--- config.mk ---
export PLATFORM = sky130hd
export DESIGN_NAME = bin32_to_bcd
export DESIGN_NICKNAME = d
export VERILOG_FILES = /design/src/rtl/bin32_to_bcd_pkg.sv /design/src/rtl/bin32_to_bcd_digit_adj.sv /design/src/rtl/bin32_to_bcd.sv
export SDC_FILE = /design/constraint.sdc
export NUM_CORES = 1
export LEC_CHECK = 0
export CAP_MARGIN = 5
export CORE_MARGIN = 5
export CORE_UTILIZATION = 55
export DETAILED_ROUTE_END_ITERATION = 10
export HOLD_SLACK_MARGIN = 0.08
export PLACE_DENSITY = 0.8
export SETUP_SLACK_MARGIN = 0.05
export SYNTH_ARGS = -nofsm -noshare
export SYNTH_HDL_FRONTEND = slang
export SYNTH_SLANG_ARGS = --single-unit
--- constraint.sdc ---
create_clock -name clk -period 1.8 [get_ports clk]
set_input_delay 0.36 -clock clk [delete_from_list [all_inputs] [get_ports clk]]
set_output_delay 0.36 -clock clk [all_outputs]
set_load 0.02 [all_outputs]
--- src/rtl/bin32_to_bcd_pkg.sv ---
// Shared constants and state encoding for the 32-bit binary to 8-digit BCD converter.
package bin32_to_bcd_pkg;

    localparam int BCD_DIGITS = 8;
    localparam int BIN_WIDTH  = 32;
    localparam int BCD_WIDTH  = 4 * BCD_DIGITS;
    localparam int CNT_WIDTH  = 6;

    localparam logic [BIN_WIDTH-1:0] BCD_MAX   = 32'd99_999_999;
    localparam logic [CNT_WIDTH-1:0] LAST_SHIFT = CNT_WIDTH'(BIN_WIDTH - 1);

    typedef enum logic [1:0] {
        IDLE  = 2'd0,
        SHIFT = 2'd1,
        DONE  = 2'd2
    } state_t;

endpackage

--- src/rtl/bin32_to_bcd_digit_adj.sv ---
// One double-dabble digit correction: a digit of 5 or more gets 3 added before the shift.
module bcd_digit_adj (
    input  logic [3:0] i_dig,
    output logic [3:0] o_dig
);

    assign o_dig = (i_dig >= 4'd5) ? (i_dig + 4'd3) : i_dig;

endmodule

--- src/rtl/bin32_to_bcd.sv ---
// Sequential binary-to-BCD converter, one double-dabble step per clock with a start/done handshake.
// Result is the operand mod 10^8; overflow flags operands above 99_999_999.
module bin32_to_bcd
    import bin32_to_bcd_pkg::*;
(
    input  logic                 clk,
    input  logic                 rst_n,
    input  logic                 start,
    input  logic [BIN_WIDTH-1:0] bin,
    output logic                 busy,
    output logic                 done,
    output logic [BCD_WIDTH-1:0] bcd,
    output logic                 overflow
);

    state_t                 r_state;
    logic [CNT_WIDTH-1:0]   r_cnt;
    logic [BIN_WIDTH-1:0]   r_shift;
    logic [BCD_WIDTH-1:0]   r_work;
    logic                   r_ovf_cap;
    logic                   r_busy;
    logic                   r_done;
    logic [BCD_WIDTH-1:0]   r_bcd;
    logic                   r_ovf;

    logic [BCD_WIDTH-1:0]   w_adj;

    for (genvar g = 0; g < BCD_DIGITS; g++) begin : g_adj
        bcd_digit_adj u_adj (
            .i_dig (r_work[4*g +: 4]),
            .o_dig (w_adj[4*g +: 4])
        );
    end

    // The top digit's carry falls off the end of the shift, which is what yields mod 10^8.
    always_ff @(posedge clk or negedge rst_n) begin
        if (!rst_n) begin
            r_state   <= IDLE;
            r_cnt     <= '0;
            r_shift   <= '0;
            r_work    <= '0;
            r_ovf_cap <= 1'b0;
            r_busy    <= 1'b0;
            r_done    <= 1'b0;
            r_bcd     <= '0;
            r_ovf     <= 1'b0;
        end else begin
            r_done <= 1'b0;
            case (r_state)
                IDLE: begin
                    if (start) begin
                        r_shift   <= bin;
                        r_work    <= '0;
                        r_cnt     <= '0;
                        r_ovf_cap <= (bin > BCD_MAX);
                        r_busy    <= 1'b1;
                        r_state   <= SHIFT;
                    end
                end
                SHIFT: begin
                    r_work  <= {w_adj[BCD_WIDTH-2:0], r_shift[BIN_WIDTH-1]};
                    r_shift <= {r_shift[BIN_WIDTH-2:0], 1'b0};
                    r_cnt   <= r_cnt + 1'b1;
                    if (r_cnt == LAST_SHIFT)
                        r_state <= DONE;
                end
                DONE: begin
                    r_bcd   <= r_work;
                    r_ovf   <= r_ovf_cap;
                    r_done  <= 1'b1;
                    r_busy  <= 1'b0;
                    r_state <= IDLE;
                end
                default: r_state <= IDLE;
            endcase
        end
    end

    assign busy     = r_busy;
    assign done     = r_done;
    assign bcd      = r_bcd;
    assign overflow = r_ovf;

endmodule

==> flow_summary.json <==
{
  "grt_pass1_wl_mm": 18.7,
  "cts_resized": 0,
  "layout_setup_ws_ns": 0.108,
  "switchingPower_mw": 3.49,
  "dp_hpwl_mm": 7.34,
  "io_buffer_count": 69,
  "grt.met2_usage_pct": 33.1,
  "power_frac_comb_pct": 40.7,
  "synth_cell_types": 39,
  "ys_ff_latch": 108,
  "max_cap_violations": 0,
  "netSwitchingFraction_pct": 36.0,
  "cts_sinks": 108,
  "pwr-share-clk_pct": 16.5,
  "cts_tree": "yes",
  "viasPerCell": 5.70,
  "postLayoutCellArea_um2": 6270,
  "drtIter0Drc": 232,
  "setup_viol": 0,
  "final_nets": 641,
  "worst_pin_slew_ns": 0.556,
  "crit_fanout": 2,
  "met1_usage_pct": 26.2,
  "worstReg2RegStart": "r_work[8]",
  "relSlewSlack_pct": 62.9,
  "finalCritPeriodShare_pct": 94.0,
  "core_area_um2": 9150,
  "pre_cts_slack_ns": -0.199,
  "worst_setup_path_start_kind": "flip-flop",
  "detailedRoute.firstPassIterationCount": 5,
  "synth_edf_count": 0,
  "rrSetupSlack_ns": 0.15,
  "synth_flop_cell": "dfrtp_1",
  "grtUsageMet3_pct": 4.31,
  "grtUsageTotal_pct": 20.0,
  "ant_nets": 0,
  "synth.most_common_cell": "dfrtp_1",
  "placementRows": 35,
  "synth.yosys.seq_area_share_pct": 52.9,
  "h-tree-depth": 3,
  "crit_path_cell_trace": "clkdlybuf4s50_1",
  "routedWlPerCell_um": 15.0,
  "initial_core_util_pct": 55.8,
  "rsz0062_at_grt": "false",
  "drive_above_1_share_pct": 12.3,
  "holdWs_ns": 0.0676,
  "avgSynthCellArea_um2": 9.92,
  "hold_buffers": 0,
  "critPathMaxStageDelay_ns": 0.61,
  "status": "completed",
  "worstSetupPathType": "flip-flop to output pin",
  "synth_cells": 515,
  "clkTransAtPathRegs_ns": 0.10,
  "cts_buffers": 9,
  "ff2ff_path_depth": 6,
  "syn_area_um2": 5110,
  "clock.fmax_mhz": 591,
  "setup-tns-final_ns": 0,
  "synth_top_cell_by_area": "dfrtp_1",
  "place_area_um2": 6030,
  "critPathBufInv": 1,
  "busiest_layer": "met2",
  "drc_errors": 0,
  "p_int_mw": 6.21,
  "critPathTopFamily": "buffers and inverters",
  "antenna_found_initial": 0,
  "syn2layout_area_growth_pct": 22.8,
  "min_period_ns": 1.69,
  "async_flop_share_pct": 100,
  "vdd.ir_drop.worst_mv": 0.602,
  "cts_buffer_depth": 2,
  "critPathArrivalTime_ns": 1.33,
  "gr-total-overflow": 0,
  "p_total_mw": 9.70,
  "wirelength_mm": 10.6,
  "pin_count": 70,
  "synth_area_leaders": "dfrtp_1, nand2_1, mux2_2, ha_1, a31oi_1",
  "grt_max_degree": 109,
  "leakage_nw": 2.78,
  "place_congestion": 0.832,
  "n_antenna_cell": 0,
  "fp.dieW_um": 106,
  "worst-endpoint-required_ns": 1.44,
  "r2r-end": "r_work[10]",
  "finalClockSkew_ns": 0.00932,
  "clkLatencyLatePin_ns": 0.36,
  "grt_pass1_vias": 4054,
  "ys_warn_count": 0,
  "die_h_um": 106,
  "slowest_stage": "clkdlybuf4s50_1",
  "min_path_type": "primary input to asynchronous set/reset pin",
  "hold_viol": 0,
  "synth_top_area_share_pct": 52.9,
  "power_density_nw_per_um2": 1550,
  "root_buffer": "clkbuf_8",
  "critical_path.endpoint_type": "output pin",
  "syn_nets": 567,
  "pwr-share-seq_pct": 42.8,
  "slew_viol_final": 0,
  "die_area_um2": 11300,
  "post_cts_buffers": 0,
  "vias": 4020,
  "synth_common_cells": "dfrtp_1, nand2_1, o21ai_0"
}
cells by family (layout without fill, tap and decap cells):
family / Yosys count / after routing / synth area share [%]
AND/OR/NAND/NOR: 183 / 183 / 16.1
AO/OA/AOI/OAI: 117 / 117 / 14.1
flip-flops: 108 / 108 / 52.9
buffers and inverters: 49 / 128 / 4.58
multiplexers: 25 / 25 / 5.46
adder cells (fa/ha/maj): 17 / 17 / 4.16
XOR/XNOR: 16 / 16 / 2.74
layer usage:
metal	wire length, um	up-vias
met2	5370	106
met4	155	0
met1	4560	1965
li1	-	1933
met3	499	16
met5	0	-
cells in the final DEF (no fill, tap or decap), types with 15 or more instances in the layout:
cell,netlist,layout
dfrtp_1,108,108
nand2_1,93,93
clkdlybuf4s50_1,0,62
o21ai_0,38,38
nor2_1,37,37
a31oi_1,31,31
nand3_1,26,26
mux2_2,23,23
buf_4,3,20
inv_1,19,19
o31ai_1,15,15
ha_1,17,15
power groups by stage:
stage | Clock [mW] | Sequential (mW) | Combinational (mW)
floorplan | 0 | 4.34 | 2.29
global placement | 0 | 4.11 | 3.73
detailed placement | 0 | 4.18 | 3.95
CTS | 1.63 | 4.14 | 3.97
global route | 1.73 | 4.30 | 4.42
finish | 1.60 | 4.16 | 3.95
registers in the layout (all words and copies together), names as in the netlist:
signal     cells
done           1
r_ovf_cap      1
busy           1
r_work        32
r_state        2
r_cnt          6
overflow       1
bcd           32
r_shift       32
layout make-up:
cell class | instances | area [um2]
well taps | 111 | 139
inverters | 19 | 71.3
multi-input cells | 358 | 2200
repair buffers | 93 | 946
clock buffers | 12 | 145
fillers | 706 | 2880
flip-flops and latches | 108 | 2700
clock inverters | 4 | 72.6
per-stage QoR:
stage	std cells	util [%]
floorplan	515	-
global placement	689	65.8
detailed placement	689	65.8
CTS	705	68.2
global route	705	68.6
finish	705	68.6
worst max-delay path by stage:
| stage | cells past startpoint | slack (ns) | startpoint | to |
|---|---|---|---|---|
| after floorplan | 6 | 0.28 | r_work[8] | r_work[10] |
| after global placement | 5 | -0.17 | bin[30] | r_ovf_cap |
| after global routing | 1 | 0.05 | bcd[6] | bcd[6] |
| after CTS | 1 | 0.07 | overflow | overflow |
| final | 1 | 0.11 | bcd[7] | bcd[7] |
| after detailed placement | 5 | -0.20 | bin[30] | r_ovf_cap |
Power figures use the tool's default switching activity.
